`src/rtl/hdc_train_sched.sv`:
```
// Training sequencer for the HDC class-hypervector datapath: paces samples into the
// class-update controller, runs binarization at each epoch end, and repeats for every epoch.
//
// state         | meaning
// S_IDLE        | waiting for start
// S_WAIT_SAMPLE | ready for the next encoded sample
// S_UPDATE      | class update in flight (class_start on first cycle)
// S_BINARIZE    | binarization in flight (bin_start on first cycle)
// S_DONE        | all epochs complete, train_finished held
module hdc_train_sched #(
  parameter int NUM_SAMPLES     = 6238,
  parameter int NUM_EPOCHS      = 1,
  parameter int SEQ_CYCLE_COUNT = 4,
  localparam int SW = $clog2(NUM_SAMPLES > 1 ? NUM_SAMPLES : 2),
  localparam int EW = $clog2(NUM_EPOCHS > 1 ? NUM_EPOCHS : 2),
  localparam int CW = $clog2(SEQ_CYCLE_COUNT + 1)
) (
  input  logic          clk,
  input  logic          nrst,
  input  logic          en,
  input  logic          start,
  input  logic          abort,
  input  logic          sample_valid,
  output logic          sample_ready,
  output logic          class_start,
  output logic          bin_start,
  output logic [SW-1:0] sample_idx,
  output logic [EW-1:0] epoch_idx,
  output logic          busy,
  output logic          train_finished
);

  typedef enum logic [2:0] {
    S_IDLE,
    S_WAIT_SAMPLE,
    S_UPDATE,
    S_BINARIZE,
    S_DONE
  } state_t;

  localparam logic [SW-1:0] SAMPLE_LAST = SW'(NUM_SAMPLES - 1);
  localparam logic [EW-1:0] EPOCH_LAST  = EW'(NUM_EPOCHS - 1);
  localparam logic [CW-1:0] WAIT_LAST   = CW'(SEQ_CYCLE_COUNT);

  state_t        state_q, state_d;
  logic [SW-1:0] sample_idx_q, sample_idx_d;
  logic [EW-1:0] epoch_idx_q, epoch_idx_d;
  logic [CW-1:0] wait_ctr_q, wait_ctr_d;
  logic          sample_ready_q, class_start_q, bin_start_q, busy_q, train_finished_q;

  always_comb begin
    state_d      = state_q;
    sample_idx_d = sample_idx_q;
    epoch_idx_d  = epoch_idx_q;
    wait_ctr_d   = wait_ctr_q;
    if (abort) begin
      state_d      = S_IDLE;
      sample_idx_d = '0;
      epoch_idx_d  = '0;
      wait_ctr_d   = '0;
    end else begin
      unique case (state_q)
        S_IDLE, S_DONE: begin
          if (start && en) begin
            state_d      = S_WAIT_SAMPLE;
            sample_idx_d = '0;
            epoch_idx_d  = '0;
            wait_ctr_d   = '0;
          end
        end
        S_WAIT_SAMPLE: begin
          if (sample_valid && en) begin
            state_d    = S_UPDATE;
            wait_ctr_d = '0;
          end
        end
        // Update and binarize run to completion regardless of en.
        S_UPDATE: begin
          wait_ctr_d = wait_ctr_q + CW'(1);
          if (wait_ctr_q == WAIT_LAST) begin
            wait_ctr_d = '0;
            if (sample_idx_q == SAMPLE_LAST) begin
              sample_idx_d = '0;
              state_d      = S_BINARIZE;
            end else begin
              sample_idx_d = sample_idx_q + SW'(1);
              state_d      = S_WAIT_SAMPLE;
            end
          end
        end
        S_BINARIZE: begin
          wait_ctr_d = wait_ctr_q + CW'(1);
          if (wait_ctr_q == WAIT_LAST) begin
            wait_ctr_d = '0;
            if (epoch_idx_q == EPOCH_LAST) begin
              state_d = S_DONE;
            end else begin
              epoch_idx_d = epoch_idx_q + EW'(1);
              state_d     = S_WAIT_SAMPLE;
            end
          end
        end
        default: state_d = S_IDLE;
      endcase
    end
  end

  // Outputs are registered copies of the next-state decode, so they track state_q exactly.
  always_ff @(posedge clk or negedge nrst) begin
    if (!nrst) begin
      state_q          <= S_IDLE;
      sample_idx_q     <= '0;
      epoch_idx_q      <= '0;
      wait_ctr_q       <= '0;
      sample_ready_q   <= 1'b0;
      class_start_q    <= 1'b0;
      bin_start_q      <= 1'b0;
      busy_q           <= 1'b0;
      train_finished_q <= 1'b0;
    end else begin
      state_q          <= state_d;
      sample_idx_q     <= sample_idx_d;
      epoch_idx_q      <= epoch_idx_d;
      wait_ctr_q       <= wait_ctr_d;
      sample_ready_q   <= (state_d == S_WAIT_SAMPLE);
      class_start_q    <= (state_d == S_UPDATE) && (wait_ctr_d == '0);
      bin_start_q      <= (state_d == S_BINARIZE) && (wait_ctr_d == '0);
      busy_q           <= (state_d != S_IDLE) && (state_d != S_DONE);
      train_finished_q <= (state_d == S_DONE);
    end
  end

  assign sample_ready   = sample_ready_q;
  assign class_start    = class_start_q;
  assign bin_start      = bin_start_q;
  assign sample_idx     = sample_idx_q;
  assign epoch_idx      = epoch_idx_q;
  assign busy           = busy_q;
  assign train_finished = train_finished_q;

endmodule
```
`config.mk`:
```
export PLATFORM = sky130hd
export DESIGN_NAME = hdc_train_sched
export DESIGN_NICKNAME = d
export VERILOG_FILES = /design/src/rtl/hdc_train_sched.sv
export SDC_FILE = /design/constraint.sdc
export NUM_CORES = 1
export LEC_CHECK = 0
export ABC_CLOCK_PERIOD_IN_PS = 1700
export BUFFER_PORTS_ARGS = -buffer_cell sky130_fd_sc_hd__buf_2
export CAP_MARGIN = 25
export CORE_UTILIZATION = 49
export CTS_CLUSTER_SIZE = 24
export DETAILED_ROUTE_END_ITERATION = 8
export GPL_TIMING_DRIVEN = 0
export PLACE_DENSITY_LB_ADDON = 0.05
export SYNTH_ARGS = -nofsm -noshare
export SYNTH_HDL_FRONTEND = slang
export SYNTH_SLANG_ARGS = --single-unit
```
`constraint.sdc`:
```
create_clock -name clk -period 1.7 [get_ports clk]
set_clock_uncertainty 0.05 [all_clocks]
set_input_delay 0.255 -clock clk [delete_from_list [all_inputs] [get_ports clk]]
set_output_delay 0.255 -clock clk [all_outputs]
set_load 0.01 [all_outputs]
```
* Word level (Yosys, flattened, before mapping)
Index checks and enable logic that the tools add are counted.
** Operators by class
- $add $sub $neg :: 3
- Eq/ne operators :: 14
- Multiplexer cells :: 23
- Reductions and logical operators :: 14
** Operators by type and width (count)
- $mux 13 :: 4
- $mux 3 :: 10
- $pmux 13 s2 :: 1
- $add 13x1->13 const B :: 1
- $eq 13x13->1 const B :: 1
- $eq 3x2->1 const B :: 4
- $ne 3x3->1 const B :: 4
- $pmux 3 s4 :: 1
- $eq 3x3->1 const B :: 3
- $pmux 3 s3 :: 1
- $reduce_bool 3->1 :: 3
- $eq 3x1->1 const B :: 2
- $logic_not 3->1 :: 2
- $reduce_and 3->1 :: 2
- $logic_and 1x1->1 :: 5
- $mux 1 :: 4
- $reduce_or 2->1 :: 2
- $add 3x1->3 const B :: 1
- $mux 2 :: 1
- $pmux 1 s2 :: 1
- $add 1x1->1 const B :: 1
** Word-level totals
- Register bits :: 25
- Bits of input ports :: 6
- Output and inout bits :: 19
- Logic and storage cells :: 63

* Logic depth before layout (Yosys ltp)
Gate-level depths: netlist (run 1).
- Word-level depth :: 7
- Gate-level depth with buffers :: 7
- Gate-level depth less buffers :: 6

* Worst setup path after synthesis (run 1)
Ideal clock, no wire load.
- Kind :: register to register
- From :: register state_q[0]
- To :: register sample_idx_q[8] (netlist: sample_idx[8])
- Data arrival time :: 1674 ps
- Data required time :: 1581 ps
- Path slack :: -93 ps
- Cell stages (with the launch flop) :: 5
- Path buffers :: 0
- Cell sequence :: dfrtp_1 > or4b_4 > a31oi_4 > or4b_1 > nand3_1
** Between the ends
- Longest elaborated chain between the ends :: 4
- Elaborated cells on any way between the ends :: 10
** RTL lines
- start, declared :: RTL line 45 : state_t state_q, state_d;
- start signal, assigned :: RTL line 121 : state_q <= state_d;
- $eq 3x3->1 / $logic_not 3->1 (equally long branches) :: RTL line 62 : unique case (state_q)
- $reduce_or 2->1 :: RTL line 62
- $ne 3x3->1 (no line), or another cell as far along
- $reduce_and 3->1 (no line) / $mux 13 (equally long branches)
- end signal, assigned :: RTL line 122 : sample_idx_q <= sample_idx_d;
- end, declared :: RTL line 46 : logic [SW-1:0] sample_idx_q, sample_idx_d;
Parallel ways exist; a longest one is shown, timed or not.
A chain may end at the register's enable or synchronous reset.

* Worst setup path in the final report (run 1)
- From :: register state_q[2]
- To :: register sample_idx_q[8] (netlist: sample_idx[8])
Same word-level chain as after synthesis.

==> run_results.csv, run 1 <==
group,metric,value,unit
sta,pins_over_slew_limit,0,
final_layout,final-instance-count-excl-fill,218,
power,power.static_leakage,0.8096,nW
placement,dpl.cell_count,197,
cts,clock_path_buffers,2,
detailed_routing,detailedRoute.firstIterationViolations,49,
worst_setup_path,cp_data_required_time,1.91,ns
logic_synthesis,post_syn_instances,143,
global_route,grt.total_usage,0.2305,
final_layout,post_route_cells_drive_above_1_share,0.3690,
status,status,"finished with violations",
global_route,top_usage_layer,"met2",
logic_synthesis,fraction_of_synthesized_cell_area_taken_by_the_top_area_cell_type,0.4286,
worst_setup_path,critical_path_source_type,"flip-flop",
worst_setup_path,startpoint_to_endpoint_class_of_the_critical_path,"flip-flop to flip-flop",
worst_setup_path,crit_path_start,"state_q[2]$_DFF_PN0_",
logic_synthesis,synth_async_sr_flop_share,1.000,
placement,dp_hpwl,2.227,mm
logic_synthesis,synthDistinctLibCells,47,
sta,tightest_slew,0.6062,ns
final_layout,syn_to_final_growth,29.11,%
cts,clock_tree.root_cell,"sky130_fd_sc_hd__clkbuf_4",
sta,max_slew_margin_vs_limit,0.5959,
sta,achievable-frequency,538.4,MHz
logic_synthesis,synth_nets,153,
final_layout,final_nets,198,
run,drv.max_cap_violation_count,0,
logic_synthesis,syn-cell-area,1401,um^2
die,io_count,25,
die,die_width,55.48,um
cts,cts.htree.levels,1,
sta,postLayoutSetupSlackWorst,-0.1573,ns
detailed_routing,viasPerCell,6.179,
detailed_routing,totalWireLength,3.471,mm
worst_setup_path,critPathCaptureType,"flip-flop",
logic_synthesis,ys_top_cells_by_area,"sky130_fd_sc_hd__dfrtp_1, sky130_fd_sc_hd__a21oi_1, sky130_fd_sc_hd__ha_1, sky130_fd_sc_hd__nand3_1, sky130_fd_sc_hd__o31ai_1",
logic_synthesis,netlist.top_cell.by_area,"sky130_fd_sc_hd__dfrtp_1",
cts,tritoncts,"built",
cts,cts_made_buffers,3,
global_route,met3_usage,0.02108,
power,power.combinational.fraction,0.144,
die,core,2734,um^2
power,report.power.total,989.1,uW
power,sequentialPowerShare,0.591,
die,row_count,19,
sta,finalHoldViolCount,0,
cts,clk_pin_slew_worst_paths,0.13,ns
worst_setup_path,critical_path.max_fanout,4,
sta,min_period,1.857,ns
detailed_routing,first_pass_iters,4,
worst_setup_path,critPathCapture,"sample_idx[8]$_DFFE_PN0P_",
logic_synthesis,synth_seq_cells,24,
worst_setup_path,arrival,2.07,ns
worst_setup_path,worst_r2r_path_depth,4,
global_route,grt_max_degree,25,
power,cell_internal_pwr,730.7,uW
logic_synthesis,synth_edf_count,0,
hold_path,kind_of_path_behind_the_tightest_hold_check,"input pin to flip-flop",
final_layout,insertedDiodeCount,0,
global_route,number_of_global_route_vias_before_repair,1264,
power,p_switching,258.4,uW
detailed_routing,route.antenna.remaining_nets,0,
detailed_routing,total_number_of_vias,1347,
worst_setup_path,r2r_start,"state_q[2]$_DFF_PN0_",
status,violations_in_the_final_reports,"negative setup slack",
sta,setup_viol,13,
logic_synthesis,synth_warnings,0,
placement,place.port_buffers,23,
die,fp.dieArea,3077,um^2
die,die_height,55.48,um
logic_synthesis,ys_seq_area_frac,0.4286,
global_route,use_met1,0.2667,
cts,clkLatencyLatePin,0.31,ns
global_route,wire_length_of_the_first_global_routing_pass,5.616,mm
power,switching_share,0.2613,
die,initial_utilization,0.5126,
detailed_routing,drt-wirelength-per-cell,15.92,um
logic_synthesis,yosys_most_used_dff,"sky130_fd_sc_hd__dfrtp_1",
global_route,grt_use_met2,0.4217,
cts,clock_sinks,24,
worst_setup_path,worst_r2r_endpoint,"sample_idx[8]$_DFFE_PN0P_",
sta,layout_worst_path_cycle_share,1.093,
power,power_density,546.7,nW/um^2
power,vdd_ir_drop_max,0.4896,mV
logic_synthesis,synth.avg_cell_area,9.800,um^2
global_route,grt_antenna_before_repair,0,
detailed_routing,remaining_design_rule_violation_count,0,
placement,gp_routability_congestion,0.8275,
power,pwr-share-clk,0.265,
sta,grt_setup_unrepaired,"yes",
worst_setup_path,setup.reg_to_reg.worst_slack,-0.16,ns
global_route,grt_remaining_overflow,0,
==> metal layers <==
metal | vias up | wire length [um] | part of all wire
met4 | 0 | 68 | 0.020
li1 | 644 | - | -
met2 | 39 | 1824 | 0.53
met5 | - | 0 | 0
met3 | 8 | 106 | 0.031
met1 | 656 | 1473 | 0.42
==> synth_stat cells, drive strengths merged (2+ instances only) <==
| cell | count |
|---|---|
| nor4 | 2 |
| buf | 3 |
| or4 | 4 |
| a2111oi | 3 |
| ha | 4 |
| nand2b | 2 |
| nand4 | 2 |
| o21ai | 8 |
| or4b | 2 |
| nor2 | 5 |
| or2 | 2 |
| or3 | 5 |
| and4bb | 2 |
| and4 | 2 |
| a21o | 3 |
| nand3 | 9 |
| nor4b | 3 |
| inv | 6 |
| nor2b | 4 |
| a21oi | 13 |
| dfrtp | 24 |
| clkbuf | 3 |
| nand2 | 7 |
| o31ai | 6 |
==> sequential cells by signal, indices dropped and copies added (netlist names) <==
register and count:
bin_start 1, sample_idx 13, wait_ctr_q 3, busy 1
sample_ready 1, state_q 3, class_start 1, train_finished 1
==> placed cells by master (no fill, tap or decap), drive strengths merged, types with 3 or more instances in the layout <==
master | synthesis | routed
o21ai | 8 | 8
a2111oi | 3 | 3
inv | 6 | 6
nand3 | 9 | 9
dfrtp | 24 | 24
nor2 | 5 | 5
nand2 | 7 | 7
a21oi | 13 | 13
buf | 3 | 40
or4 | 4 | 4
or3 | 5 | 5
o31ai | 6 | 6
nor4b | 3 | 3
clkbuf | 3 | 8
nor2b | 4 | 4
a21o | 3 | 3
ha | 4 | 4
==> layout make-up <==
| type | instances | area [um^2] |
|---|---|---|
| plain buffers | 6 | 52.55 |
| clock buffers | 4 | 26.28 |
| fillers | 235 | 924.6 |
| inverters | 6 | 22.52 |
| multi-input cells | 108 | 817.0 |
| flip-flops and latches | 24 | 604.3 |
| well taps | 31 | 38.79 |
| repair buffers | 39 | 247.7 |
==> timing repair <==
item / 4_1_cts / 5_1_grt
pin swaps: 1 / 1
hold buffers: 1 / 0
gates resized for setup: 16 / 8
buffers inserted: 10 / 3
endpoints found under the hold margin: 24 / 0
setup endpoints to repair: 20 / 20
gates cloned: 2 / 1
==> worst max-delay path, stage by stage (launching register included) <==
cell and delay [ns]:
sky130_fd_sc_hd__dfrtp_1 0.45, sky130_fd_sc_hd__or4b_4 0.56, sky130_fd_sc_hd__a31oi_4 0.22, sky130_fd_sc_hd__or4b_1 0.46, sky130_fd_sc_hd__nand3_1 0.08
==> cell families after synthesis <==
| logic type | after synthesis | synth area share |
|---|---|---|
| AOI/OAI and AO/OA | 44 | 0.2214 |
| adders and majority gates | 4 | 0.03572 |
| buffers and inverters | 12 | 0.03838 |
| DFF | 24 | 0.4286 |
| muxes | 1 | 0.008035 |
| other | 1 | 0.002676 |
| and+or+nand+nor | 57 | 0.2652 |
==> worst min path at each step <==
stage	start	to	depth (start not counted)
floorplan	nrst	bin_start$_DFF_PN0_	0
global placement	nrst	sample_idx[6]$_DFFE_PN0P_	1
detailed placement	nrst	sample_idx[6]$_DFFE_PN0P_	1
CTS	sample_valid	class_start$_DFF_PN0_	5
global route	sample_valid	class_start$_DFF_PN0_	5
finish	sample_valid	class_start$_DFF_PN0_	5
==> stage by stage <==
step / util / area [um^2] / worst slack [ns] / hold slack, ns / setup TNS (ns)
global route: 0.6618 / 1809 / -0.2213 / 0.3272 / -2.178
finish: 0.6618 / 1809 / -0.1573 / 0.3213 / -1.103
CTS: 0.6394 / 1748 / -0.1109 / 0.2707 / -1.028
detailed placement: 0.5748 / 1572 / -0.3131 / 0.2239 / -4.110
global placement: 0.5748 / 1572 / -0.2576 / 0.2117 / -3.440
floorplan: - / 1418 / -0.02503 / -0.09059 / -0.02503
==> power by group through the flow <==
stage               Clock, mW  Combinational (mW)  Sequential, mW
floorplan                   0              0.0620           0.598
global placement            0               0.103           0.595
detailed placement          0               0.106           0.596
CTS                     0.276               0.135           0.584
global route            0.293               0.155           0.585
finish                  0.262               0.143           0.585
Power figures use the tool's default switching activity.
==> run 2: changes to the inputs <==
ABC_AREA = 1   (was default)
SKIP_CTS_REPAIR_TIMING = 1   (was default)
==> run 2 against run 1 <==
Sequential share of layout area up 3.1 points; synthesized cell count rose by 41%; clock-buffer cell count stayed put; routed wire length fell by 19%; the run now ends clean; highest routed layer unchanged; non-clock buffer count down 17; critical path type unchanged.
==> run_results.csv, run 2 <==
group,metric,value,unit
power,pwr-share-clk,0.293,
logic_synthesis,fraction_of_synthesized_cell_area_taken_by_the_top_area_cell_type,0.4207,
cts,cts.htree.levels,1,
die,die_height,55.98,um
die,core,2758,um^2
detailed_routing,viasPerCell,5.011,
detailed_routing,route.antenna.remaining_nets,0,
power,power.static_leakage,0.8923,nW
logic_synthesis,complex_gate_fraction_of_the_synthesized_area,0.07099,
final_layout,area.sequential,603.1,um^2
global_route,grt_max_degree,25,
detailed_routing,totalWireLength,2.823,mm
final_layout,number_of_flip_flops_under_the_largest_register_name,13,
power,sequentialPowerShare,0.585,
sta,pins_over_slew_limit,0,
global_route,grt_remaining_overflow,0,
detailed_routing,remaining_design_rule_violation_count,0,
cts,tritoncts,"built",
hold_path,kind_of_path_behind_the_tightest_hold_check,"input pin to flip-flop",
sta,setup_viol,0,
sta,fin_hold_ws,0.1057,ns
power,p_switching,250.6,uW
logic_synthesis,synth_edf_count,0,
worst_setup_path,crit_chain,"inv_1, ha_1, nand2_1, nor2_1, nand3_1, nand3_1, nand2_4, o21ai_0, nor2_1",
worst_setup_path,critical_path_source_type,"flip-flop",
worst_setup_path,cp_data_required_time,1.86,ns
global_route,number_of_global_route_vias_before_repair,1193,
cts,clk_pin_slew_worst_paths,0.13,ns
power,power_density,607.0,nW/um^2
logic_synthesis,post_syn_instances,201,
sta,grt_setup_unrepaired,"no",
worst_setup_path,critical-path-top-delay-family,"simple AND/OR/NAND/NOR gates",
logic_synthesis,ys_top_cells_by_area,"sky130_fd_sc_hd__dfrtp_1, sky130_fd_sc_hd__nand2_1, sky130_fd_sc_hd__inv_1, sky130_fd_sc_hd__nor2_1, sky130_fd_sc_hd__nand3_1",
logic_synthesis,synth_async_sr_flop_share,1.000,
logic_synthesis,synth_xor_xnor_area_share,0.006135,
logic_synthesis,netlist.top_cell.by_area,"sky130_fd_sc_hd__dfrtp_1",
logic_synthesis,yosys_most_used_dff,"sky130_fd_sc_hd__dfrtp_1",
global_route,wire_length_of_the_first_global_routing_pass,4.781,mm
sta,tns,0,ns
placement,gp_routability_congestion,0.8261,
final_layout,layout.cells.most_common,"sky130_fd_sc_hd__nand2_1",
sta,min_period,1.586,ns
logic_synthesis,synth_nets,211,
final_layout,insertedDiodeCount,0,
logic_synthesis,synth_most_common_cell,"sky130_fd_sc_hd__nand2_1",
worst_setup_path,arrival,1.75,ns
sta,finalHoldViolCount,0,
cts,clkLatencyLatePin,0.30,ns
global_route,grt_antenna_before_repair,0,
cts,clock_path_buffers,2,
detailed_routing,total_number_of_vias,1313,
final_layout,final_core_utilization,0.5994,
die,fp.dieArea,3133,um^2
worst_setup_path,critPathCaptureType,"flip-flop",
logic_synthesis,post_synth_most_frequent_cells,"sky130_fd_sc_hd__nand2_1, sky130_fd_sc_hd__inv_1, sky130_fd_sc_hd__nor2_1",
final_layout,syn_to_final_growth,15.78,%
logic_synthesis,synth_warnings,0,
worst_setup_path,crit_path_max_incr_delay,0.46,ns
global_route,grt.total_usage,0.1909,
hold_path,min_delay_path_depth,2,
final_layout,post_route_cells_drive_above_1_share,0.2165,
worst_setup_path,crit_path_start,"sample_idx[1]$_DFFE_PN0P_",
final_layout,final_nets,242,
die,die_width,55.98,um
sta,tightest_slew,0.5395,ns
run,drv.max_cap_violation_count,0,
status,status,"complete, no violations",
die,initial_utilization,0.5177,
worst_setup_path,path_buf_inv,1,
worst_setup_path,setup.reg_to_reg.worst_slack,0.11,ns
final_layout,final.fill_count,264,
worst_setup_path,timing.critical_path.depth,9,
logic_synthesis,synth_fa_ha_area_frac,0.03506,
worst_setup_path,startpoint_to_endpoint_class_of_the_critical_path,"flip-flop to flip-flop",
power,cell_internal_pwr,752.7,uW
detailed_routing,detailedRoute.firstIterationViolations,41,
logic_synthesis,synth_simple_gate_area_share,0.3514,
sta,max_slew_margin_vs_limit,0.6403,
sta,achievable-frequency,630.4,MHz
final_layout,multi_input_area,673.1,um^2
cts,clock_tree.root_cell,"sky130_fd_sc_hd__clkbuf_4",
logic_synthesis,synth.avg_cell_area,7.103,um^2
cts,cts_made_buffers,3,
detailed_routing,first_pass_iters,4,
logic_synthesis,synth_seq_cells,24,
die,io_count,25,
cts,clock_sinks,24,
detailed_routing,drt-wirelength-per-cell,10.77,um
worst_setup_path,worst_r2r_endpoint,"sample_idx[4]$_DFFE_PN0P_",
placement,place.port_buffers,23,
die,row_count,19,
worst_setup_path,critical_path.max_fanout,9,
logic_synthesis,synth.area.mux_share,0,
power,switching_share,0.2497,
power,vdd_ir_drop_max,0.6027,mV
logic_synthesis,ys_seq_area_frac,0.4207,
worst_setup_path,critPathCapture,"sample_idx[4]$_DFFE_PN0P_",
final_layout,layout.cells.most_common_list,"sky130_fd_sc_hd__nand2_1, sky130_fd_sc_hd__inv_1, sky130_fd_sc_hd__nor2_1, sky130_fd_sc_hd__buf_2, sky130_fd_sc_hd__dfrtp_1",
worst_setup_path,critical_path.slowest_cell,"sky130_fd_sc_hd__dfrtp_2",
sta,layout_worst_path_cycle_share,0.9332,
logic_synthesis,syn-cell-area,1428,um^2
logic_synthesis,combinational_family_with_the_most_area_after_synthesis,"simple AND/OR/NAND/NOR gates",
worst_setup_path,r2r_start,"sample_idx[1]$_DFFE_PN0P_",
placement,dp_hpwl,2.167,mm
power,power.combinational.fraction,0.122,
worst_setup_path,worst_r2r_path_depth,9,
logic_synthesis,synthDistinctLibCells,24,
## run 2: cell types whose count changed in the layout (fill, tap and decap cells not counted), sizes merged, moves of 10 or more
| cell | before | now |
|---|---|---|
| nor2 | 5 | 34 |
| buf | 40 | 27 |
| nand2 | 7 | 52 |
| inv | 6 | 37 |
| nand3 | 9 | 19 |
## run 2: layout make-up
type / instances / share of cell area
buffer: 2 / 0.01363
multi-input combinational: 138 / 0.4073
clock buffer: 4 / 0.02195
inverter: 37 / 0.08403
timing repair buffer: 26 / 0.08478
tap: 31 / 0.02347
sequential: 24 / 0.3649
## run 2: cells by family after synthesis
logic type               count (synthesis)
AND/OR/NAND/NOR                        114
adder cells (fa/ha/maj)                  4
AO/OA/AOI/OAI                           18
flip-flops                              24
buffers and inverters                   39
XOR/XNOR                                 1
other                                    1
## run 2: power groups by stage
stage	Sequential (mW)	Clock, mW	Combinational (mW)
after CTS	0.587	0.309	0.118
after global placement	0.598	0	0.118
after detailed placement	0.598	0	0.118
final	0.587	0.294	0.122
after global routing	0.588	0.331	0.141
after floorplan	0.601	0	0.0745
## run 2: worst min-delay path by stage
stage,from,end,slack [ns]
6_report,abort,state_q[2]$_DFF_PN0_,0.11
3_5_place_dp,nrst,sample_idx[2]$_DFFE_PN0P_,0.22
4_1_cts,nrst,sample_idx[2]$_DFFE_PN0P_,-0.13
3_3_place_gp,nrst,sample_idx[3]$_DFFE_PN0P_,0.22
5_1_grt,abort,state_q[2]$_DFF_PN0_,0.11
2_1_floorplan,nrst,bin_start$_DFF_PN0_,-0.09
## run 2: layer usage
metal / global-route usage / wire length [um] / up-vias
met4: 0.08014 / 34 / 0
met3: 0.02093 / 66 / 4
met1: 0.2237 / 1265 / 606
met2: 0.3503 / 1456 / 23
met5: 0 / 0 / -
li1: - / - / 680
## run 2: metrics by stage
step | area, um^2 | setup slack, ns | std cells | total power, mW
4_1_cts | 1618 | 0.05002 | 259 | 1.015
3_3_place_gp | 1582 | 0.09454 | 255 | 0.7152
3_5_place_dp | 1582 | 0.06941 | 255 | 0.7165
2_1_floorplan | 1428 | 0.2284 | 201 | 0.6754
6_report | 1653 | 0.1136 | 262 | 1.003
5_1_grt | 1653 | 0.0004425 | 262 | 1.060
## run 2: worst reg2reg max path, stage by stage (launching register included)
cell and delay, ns:
sky130_fd_sc_hd__dfrtp_2 0.46, sky130_fd_sc_hd__inv_1 0.07, sky130_fd_sc_hd__ha_1 0.14, sky130_fd_sc_hd__nand2_1 0.05, sky130_fd_sc_hd__nor2_1 0.11, sky130_fd_sc_hd__nand3_1 0.12, sky130_fd_sc_hd__nand3_1 0.20, sky130_fd_sc_hd__nand2_4 0.13
sky130_fd_sc_hd__o21ai_0 0.10, sky130_fd_sc_hd__nor2_1 0.06
